File: src/rtl/ahb_master_sel.sv
// AHB master selector: picks the bus owner from the grant vector and sequences
// ownership across fixed-length bursts, locked transfers and split/retry responses.
module ahb_master_sel (
   input  logic        hclk,
   input  logic        hrst_n,
   input  logic [15:0] grant_req,
   input  logic        hready,
   input  logic [1:0]  htrans,
   input  logic [2:0]  hburst,
   input  logic        hlock_m,
   input  logic [1:0]  hresp,
   input  logic [15:0] hsplit,
   output logic [15:0] hgrant,
   output logic [3:0]  hmaster,
   output logic [3:0]  hmaster_d,
   output logic        hmastlock,
   output logic [15:0] split_mask
);

   localparam logic [1:0] TR_IDLE   = 2'b00;
   localparam logic [1:0] TR_NONSEQ = 2'b10;
   localparam logic [1:0] TR_SEQ    = 2'b11;
   localparam logic [1:0] RESP_OKAY  = 2'b00;
   localparam logic [1:0] RESP_SPLIT = 2'b11;

   typedef enum logic [1:0] {ST_IDLE, ST_BURST, ST_LOCK} state_e;

   state_e      state_q, state_d;
   logic [3:0]  count_q, count_d;
   logic [15:0] hgrant_q, hgrant_d;
   logic [3:0]  hmaster_q;
   logic [3:0]  hmaster_data_q;
   logic        hmastlock_q;
   logic [15:0] split_mask_q, split_mask_d;
   logic [15:0] candidate;
   logic [15:0] split_set;
   logic [3:0]  sel_idx;
   logic        arb_point;
   logic        abort;

   // Lowest set bit wins; an empty vector selects the default master 0.
   function automatic logic [3:0] lowest_idx(input logic [15:0] v);
      lowest_idx = 4'd0;
      for (int i = 15; i >= 0; i--) begin
         if (v[i]) lowest_idx = 4'(i);
      end
   endfunction

   function automatic logic [3:0] burst_beats_left(input logic [2:0] burst);
      case (burst[2:1])
         2'b01:   burst_beats_left = 4'd3;
         2'b10:   burst_beats_left = 4'd7;
         2'b11:   burst_beats_left = 4'd15;
         default: burst_beats_left = 4'd0;
      endcase
   endfunction

   always_comb begin
      candidate = grant_req & ~split_mask_q;
      sel_idx   = lowest_idx(candidate);
      arb_point = hready && ((state_q == ST_IDLE) ||
                             (state_q == ST_BURST && count_q == 4'd0 && !hlock_m));
      hgrant_d  = arb_point ? (16'h0001 << sel_idx) : hgrant_q;

      // A non-OKAY response is acted on in its first (wait-state) cycle.
      abort     = !hready && (hresp != RESP_OKAY);
      split_set = (!hready && hresp == RESP_SPLIT) ? (16'h0001 << hmaster_data_q) : 16'h0000;
      split_mask_d = ((split_mask_q & ~hsplit) | split_set) & 16'hFFFE;

      count_d = count_q;
      state_d = state_q;
      if (abort) begin
         count_d = 4'd0;
         state_d = ST_IDLE;
      end else if (hready) begin
         case (htrans)
            TR_NONSEQ: count_d = burst_beats_left(hburst);
            TR_SEQ:    count_d = (count_q != 4'd0) ? count_q - 4'd1 : 4'd0;
            default:   count_d = count_q;
         endcase
         if (hlock_m) begin
            state_d = ST_LOCK;
         end else begin
            case (state_q)
               ST_IDLE:  if (htrans == TR_NONSEQ && count_d != 4'd0) state_d = ST_BURST;
               ST_BURST: if (count_d == 4'd0) state_d = ST_IDLE;
               ST_LOCK:  if (htrans == TR_IDLE || htrans == TR_NONSEQ) state_d = ST_IDLE;
               default:  state_d = ST_IDLE;
            endcase
         end
      end
   end

   always_ff @(posedge hclk or negedge hrst_n) begin
      if (!hrst_n) begin
         state_q        <= ST_IDLE;
         count_q        <= 4'd0;
         hgrant_q       <= 16'h0001;
         hmaster_q      <= 4'd0;
         hmaster_data_q <= 4'd0;
         hmastlock_q    <= 1'b0;
         split_mask_q   <= 16'h0000;
      end else begin
         state_q      <= state_d;
         count_q      <= count_d;
         hgrant_q     <= hgrant_d;
         split_mask_q <= split_mask_d;
         if (hready) begin
            hmaster_q      <= lowest_idx(hgrant_q);
            hmaster_data_q <= hmaster_q;
            hmastlock_q    <= hlock_m && (htrans != TR_IDLE);
         end
      end
   end

   assign hgrant     = hgrant_q;
   assign hmaster    = hmaster_q;
   assign hmaster_d  = hmaster_data_q;
   assign hmastlock  = hmastlock_q;
   assign split_mask = split_mask_q;

endmodule

File: config.mk
export PLATFORM = sky130hd
export DESIGN_NAME = ahb_master_sel
export DESIGN_NICKNAME = d
export VERILOG_FILES = /design/src/rtl/ahb_master_sel.sv
export SDC_FILE = /design/constraint.sdc
export NUM_CORES = 1
export LEC_CHECK = 0
export BUFFER_PORTS_ARGS = -buffer_cell sky130_fd_sc_hd__buf_4
export CAP_MARGIN = 20
export CORE_MARGIN = 2
export CORE_UTILIZATION = 50
export DETAILED_ROUTE_END_ITERATION = 6
export PLACE_DENSITY = 0.8
export REMOVE_ABC_BUFFERS = 1
export SYNTH_ARGS = -nofsm -noshare
export SYNTH_HDL_FRONTEND = slang
export SYNTH_SLANG_ARGS = --single-unit
File: constraint.sdc
create_clock -name hclk -period 2.4 [get_ports hclk]
set_input_delay 0.24 -clock hclk [delete_from_list [all_inputs] [get_ports hclk]]
set_output_delay 0.24 -clock hclk [all_outputs]
set_load 0.02 [all_outputs]
# Word level (Yosys, flattened, before mapping)
# Index checks and enable logic that the tools add are counted.
dict set report word_totals {
  reg_bits 46
  latchBits 0
  mem_bits_rw 0
  rom_bits 0
  wordCells 94
  n_memories 0
}
dict set report classes {
  n_addsub 1
  mul 0
  div 0
  order_cmp 0
  eq_ne 11
  n_shift 2
  n_mux 47
  n_bitwise 5
  reduce_logical 21
}
# operator count
set ops {}
lappend ops {{$mux W4} 37}
lappend ops {{$and A16 B16 Y16} 2}
lappend ops {{$not A16 Y16} 2}
lappend ops {{$shl A1 B4 Y16 const A} 2}
lappend ops {{$mux W16} 1}
lappend ops {{$or A16 B16 Y16} 1}
lappend ops {{$eq A2 B2 Y1 const B} 6}
lappend ops {{$mux W2} 6}
lappend ops {{$pmux W4 S3} 1}
lappend ops {{$logic_not A4 Y1} 2}
lappend ops {{$ne A4 B3 Y1 const B} 2}
lappend ops {{$pmux W4 S2} 1}
lappend ops {{$reduce_bool A4 Y1} 2}
lappend ops {{$logic_and A1 B1 Y1} 7}
lappend ops {{$pmux W2 S3} 1}
lappend ops {{$reduce_bool A2 Y1} 3}
lappend ops {{$eq A2 B1 Y1 const B} 2}
lappend ops {{$logic_not A2 Y1} 2}
lappend ops {{$ne A4 B4 Y1 const B} 1}
lappend ops {{$reduce_and A4 Y1} 1}
lappend ops {{$sub A4 B1 Y4 const B} 1}
lappend ops {{$logic_not A1 Y1} 2}
lappend ops {{$logic_or A1 B1 Y1} 2}

# Logic depth before layout (Yosys ltp)
# Gate-level depths: netlist (run 1).
dict set report logic_depth {
  depth_word 19
  ltp_mapped 9
}

# Least setup slack after synthesis (run 1)
# No wires, ideal clock.
dict set report synth_timing {
  kind {register -> register}
  start {register count_q[0]}
  end {register hgrant_q[3] (netlist: hgrant[3])}
  setup_time_ns 0.135
  arrival_time_ns 1.737
  required_time_ns 2.265
  slack_ns 0.528
  path_stages_with_launch 10
  n_path_buf 2
  synth_period_minus_slack_ns 1.872
  cell_sequence {dfrtp_1 > inv_1 > ha_1 > or3b_1 > o21ai_1 > nand3b_1 > clkbuf_1 > clkbuf_1 > nand2_1 > o31ai_1}
}
dict set report synth_via {
  elab_chain_cells 5
}
# item line_no
set synth_rtl {}
lappend synth_rtl {{from (decl)} 29} ;# logic [3:0] count_q, count_d;
lappend synth_rtl {{from (signal assigned)} 105} ;# count_q <= count_d;
lappend synth_rtl {{$logic_not A4 Y1} 62} ;# (state_q == ST_BURST && count_q == 4'd0 && !hlock_m));
lappend synth_rtl {{$logic_and A1 B1 Y1 (2 in a row)} 62}
lappend synth_rtl {{$logic_or A1 B1 Y1} 61} ;# arb_point = hready && ((state_q == ST_IDLE) ||
lappend synth_rtl {{$logic_and A1 B1 Y1} 61}
lappend synth_rtl {{to (signal assigned)} 106} ;# hgrant_q <= hgrant_d;
lappend synth_rtl {{to (decl)} 30} ;# logic [15:0] hgrant_q, hgrant_d;
# No other way between the ends.
# A chain may end at the register's enable or synchronous reset.

# Worst setup path in the final report (run 1)
dict set report layout_timing {
  start {register count_q[0]}
  end {register hgrant_q[15] (netlist: hgrant[15])}
}
# The elaborated chain is that of the path after synthesis.

==> impl_metrics.yaml, run 1 <==
timing:
  max_slew.worst_pin.slew_ns: 0.764
  finalSetupTns_ns: 0
  maxSlewViolCount: 0
  setup_ws_ns: 0.378
  rsz0062_at_grt: "false"
  hold_viol: 0
  slew_headroom: 0.487
  min_period_over_period: 0.842
  finalSetupViolations: 0
  post-route-min-period_ns: 2.02
  whs_ns: 0.106
  clock_skew_ns: 0.00517
  clock.fmax_mhz: 495
synth:
  syn_inst: 259
  ys_async_sr_fraction: 1.00
  synthTopCellsByArea: "dfrtp_1 (47%), nand2_1 (4.9%), inv_1 (4.2%)"
  synth_top_cell_area_share: 0.471
  ys_types: 58
  avgSynthCellArea_um2: 9.23
  synth_edf_count: 0
  synth_area_um2: 2390
  yosysTopAreaCell: "dfrtp_1"
  ys.flop_type: "dfrtp_1"
  ys_seq_area_frac: 0.482
  ys_warn_count: 0
  ys_ff_latch: 46
layout:
  finalInstanceArea_um2: 3140
  final_cell_count_no_fill: 397
  syn2layout_area_growth_pct: 31.3
  final_core_util: 0.674
  drive_above_1_share: 0.297
  diodes: 0
  final_nets: 386
power:
  fin_total_pwr_mw: 1.62
  ir_worst_vdd_mv: 0.316
  power_density_nw_per_um2: 515
  p_leak_nw: 1.48
route:
  wire_per_inst_um: 15.0
  finalWirelength_um: 5950
  ant_nets: 0
  drtIter0Drc: 156
  post-route-drc-count: 0
  vias: 2239
  firstDrtPassIters: 4
  viasPerCell: 5.64
global_routing:
  grt_pass1_wl_um: 9540
  overflow: 0
  track_usage: 0.231
  grt_max_degree: 47
  antenna_found_initial: 0
  grt_pass1_vias: 2023
run_status:
  status: "finished clean"
cts:
  clk_path_buf_depth: 2
  tritoncts: "done"
  cts_setup_buffers: 0
  cts_buffers: 5
  cts_resized: 0
  htreeDepth: 2
  clock-sinks: 46
  worstSkewPairLatency_ns: 0.30
  path_clk_slew_ns: 0.08
  cts_root_buffer: "clkbuf_8"
hold_path:
  hold_path.class: "input port to register"
floorplan:
  std_cell_rows: 25
  core-area_um2: 4660
  start_util: 0.513
  die_w_um: 73.2
  io_pins: 84
  die_h_um: 73.2
  die_area_um2: 5350
place:
  placedCellCount: 388
  post-dp-hpwl_um: 4630
  placed_area_um2: 3040
  place_ws_ns: 0.374
  io_buffers: 80
  place.gp.congestion: 0.919
critical_path:
  path_class: "register to register"
  critPathArrivalTime_ns: 2.26
  cp.required_ns: 2.63
  end_kind: "register"
  cp-start-kind: "register"
  cp_max_fo: 5
flow_run:
  drv_cap: 0
-- layout make-up --
type	instances	area, µm²
fill	392	1520
sequential	46	1150
multi-input combinational	179	1110
timing repair buffer	82	618
inverter	28	105
clock buffer	8	90.1
tap	54	67.6
-- layout by cell type (no fill, tap or decap), drive strengths merged, types with 4 or more instances in the layout --
| cell type | n |
|---|---|
| o22ai | 16 |
| or3 | 4 |
| buf | 81 |
| clkbuf | 8 |
| nand2b | 9 |
| nand2 | 31 |
| o21ai | 22 |
| dfrtp | 45 |
| a21oi | 5 |
| a22o | 8 |
| nor2 | 17 |
| nor2b | 8 |
| nand3 | 4 |
| nor3 | 11 |
| inv | 28 |
-- timing repair --
item,4_1_cts,5_1_grt
hold buffers,1,0
setup endpoints to repair,0,0
hold endpoints to repair,45,0
-- report_power, final --
group / total [mW] / switching (mW) / internal [mW]
clock: 0.490 / 0.255 / 0.235
combinational: 0.293 / 0.156 / 0.137
sequential: 0.834 / 0.0307 / 0.803
-- logic make-up after synthesis --
family,share of synthesized area
flip-flops,0.482
other,0.00157
AO/OA/AOI/OAI,0.225
buffers and inverters,0.0555
multiplexers,0.0141
adder cells (fa/ha/maj),0.00523
AND/OR/NAND/NOR,0.217
-- per-layer routing --
layer  vias to the layer above  wire length [µm]  global-route usage
met5                         -                 0                   0
met4                         0                90              0.0782
met3                         7               407              0.0539
met2                        77              2780               0.354
met1                      1060              2670               0.322
li1                       1095                 -                   -
-- synth_stat cells, drive strengths merged, types with 4 or more instances --
master,count
dfrtp,45
nand2,31
inv,28
o21ai,22
nor2,17
o22ai,16
nor3,11
nand2b,9
a22o,8
nor2b,8
a21oi,5
clkbuf,4
nand3,4
or3,4
-- sequential cells by signal, indices dropped and copies added, names as in the netlist --
register / cells
hgrant: 16
split_mask: 15
count_q: 4
hmaster: 4
hmaster_d: 4
state_q: 2
hmastlock: 1
-- path summary, 6_finish.rpt --
check                           startpoint        endpoint  slack (ns)  depth (start not counted)
worst min-delay path             hsplit[5]   split_mask[5]        0.11                          2
max in group asynchronous           hrst_n  split_mask[13]        1.54                          2
min in group asynchronous           hrst_n      count_q[2]        0.47                          2
worst max-delay path            count_q[0]      hgrant[15]        0.38                          8
worst min register to register  state_q[1]      state_q[1]        0.53                          2
worst max register to register  count_q[0]      hgrant[15]        0.38                          8
-- critical path: stages (launching register included) --
cell	delay, ns
dfrtp_1	0.42
inv_1	0.09
ha_1	0.18
or3b_1	0.38
o21ai_1	0.13
nand3b_1	0.13
nor3_1	0.26
nand3_1	0.18
o21ai_1	0.17
Power figures use the tool's default switching activity.
==> run 2, diff against run 1 <==
==> constraint.sdc (replaced) <==
create_clock -name hclk -period 2 [get_ports hclk]
set_input_delay 0.2 -clock hclk [delete_from_list [all_inputs] [get_ports hclk]]
set_output_delay 0.2 -clock hclk [all_outputs]
set_load 0.02 [all_outputs]
==> run 2 against run 1 <==
Compared with the run above: clock skew shrank 0.0019 ns; combinational power grew 36%; critical path type unchanged; global-route usage grew 0.74 points; critical path depth is the same; maximum frequency grew 3.2%; clock power grew 38%.
==> impl_metrics.yaml, run 2 (synthesis gave the netlist of run 1 again) <==
timing:
  setup_ws_ns: 0.0405
  clock_skew_ns: 0.00324
  whs_ns: 0.0776
  slew_headroom: 0.614
  clock.fmax_mhz: 510
  max_slew.worst_pin.slew_ns: 0.578
  post-route-min-period_ns: 1.96
  maxSlewViolCount: 0
  min_period_over_period: 0.980
  rsz0062_at_grt: "true"
  finalSetupViolations: 0
  hold_viol: 0
critical_path:
  cp-start-kind: "register"
  cp.required_ns: 2.22
  critPathArrivalTime_ns: 2.18
  end_kind: "register"
  r2r_start: "count_q[1]"
  cp_max_fo: 4
  regToRegSetupSlack_ns: 0.04
  rr_endpoint: "hgrant[2]"
  path_class: "register to register"
  reg2regPathDepth: 8
place:
  place_ws_ns: -0.00115
  post-dp-hpwl_um: 4760
  io_buffers: 80
  place.gp.congestion: 0.915
  placed_area_um2: 3060
route:
  viasPerCell: 5.70
  post-route-drc-count: 0
  ant_nets: 0
  vias: 2320
  wire_per_inst_um: 15.7
  finalWirelength_um: 6410
  drtIter0Drc: 152
  firstDrtPassIters: 5
cts:
  path_clk_slew_ns: 0.08
  clock-sinks: 46
  tritoncts: "done"
  cts_buffers: 5
  cts_root_buffer: "clkbuf_8"
  clk_path_buf_depth: 2
  htreeDepth: 2
  worstSkewPairLatency_ns: 0.29
floorplan:
  die_w_um: 73.2
  die_area_um2: 5350
  die_h_um: 73.2
  std_cell_rows: 25
  core-area_um2: 4660
  start_util: 0.513
  io_pins: 84
layout:
  drive_above_1_share: 0.360
  final_cell_mix: "buf_4 (89), dfrtp_1 (45), nand2_1 (30)"
  layout_commonest_cell: "buf_4"
  finalInstanceArea_um2: 3300
  largest_register_ffs: 16
  diodes: 0
  syn2layout_area_growth_pct: 38.0
  final_nets: 396
  fillers: 365
hold_path:
  min-delay-start: "hsplit[6]"
  hold_path.class: "input port to register"
  hold_end: "split_mask[6]"
  whs_path_depth: 2
global_routing:
  track_usage: 0.238
  antenna_found_initial: 0
  grt_pass1_wl_um: 9940
  grt_max_degree: 47
  overflow: 0
  grt_pass1_vias: 2121
run_status:
  status: "finished clean"
power:
  p_leak_nw: 1.55
  ir_worst_vdd_mv: 0.539
  power_density_nw_per_um2: 629
flow_run:
  drv_cap: 0
==> run 2: cell types whose count changed in the layout (fill, tap and decap cells not counted), moves of 2 or more <==
cell,change
clkbuf_1,-2
o21ai_1,-3
buf_4,+8
inv_2,+2
o21ai_2,+3
clkinv_2,+2
inv_1,-2
==> run 2: metrics by stage <==
| step | total power [mW] | setup TNS, ns | instances | utilization |
|---|---|---|---|---|
| finish | 2.07 | 0 | 407 | 0.708 |
| global route | 2.16 | -0.465 | 407 | 0.708 |
| CTS | 2.05 | 0 | 400 | 0.683 |
| detailed placement | 1.37 | -0.00115 | 391 | 0.657 |
| global placement | 1.37 | 0 | 391 | 0.657 |
| floorplan | 1.20 | -1.60 | 253 | - |
==> run 2: worst max path at each step <==
| stage | slack, ns | cells after the start | endpoint | start |
|---|---|---|---|---|
| after floorplan | -0.19 | 8 | hgrant[12] | count_q[0] |
| after global placement | 0.09 | 8 | hgrant[15] | count_q[1] |
| after detailed placement | -0.001 | 8 | hgrant[12] | count_q[0] |
| after CTS | 0.01 | 9 | hgrant[5] | count_q[0] |
| after global routing | -0.08 | 8 | hgrant[9] | count_q[1] |
| final | 0.04 | 8 | hgrant[2] | count_q[1] |
==> run 2: final cells by class <==
type | instances | area [µm²] | area share
repair buffers | 92 | 694 | 0.210
clock inverters | 3 | 40.0 | 0.0121
flip-flops and latches | 46 | 1150 | 0.349
clock buffers | 5 | 68.8 | 0.0209
multi-input cells | 179 | 1170 | 0.355
well taps | 54 | 67.6 | 0.0205
inverters | 28 | 105 | 0.0319
==> run 2: repair_timing <==
item | CTS | global route
hold endpoints to repair | 45 | 0
setup endpoints to repair | 4 | 16
cloned | 0 | 1
buffers inserted | 0 | 6
resized for setup | 1 | 17
hold buffers | 1 | 0
pin swaps | 0 | 9
==> run 2: routing by layer <==
metal / share of wire / vias up / track usage / routed length (µm)
met1: 0.43 / 1093 / 0.328 / 2760
li1: - / 1107 / - / -
met5: 0 / - / 0 / 0
met3: 0.076 / 14 / 0.0594 / 485
met4: 0.018 / 0 / 0.0700 / 115
met2: 0.48 / 106 / 0.373 / 3050
==> run 2: worst max-delay path, cell delays in order (launching register included) <==
cell and delay, ns:
dfrtp_1 0.41, inv_2 0.09, ha_4 0.13, or3b_4 0.38
o21ai_2 0.13, nand3b_1 0.20, o21ba_2 0.34, a21boi_1 0.07
a31oi_1 0.13
==> run 2: power breakdown <==
group / total [mW] / switching (mW) / internal (mW)
clock: 0.674 / 0.306 / 0.368
combinational: 0.398 / 0.204 / 0.194
sequential: 1.00 / 0.0377 / 0.964
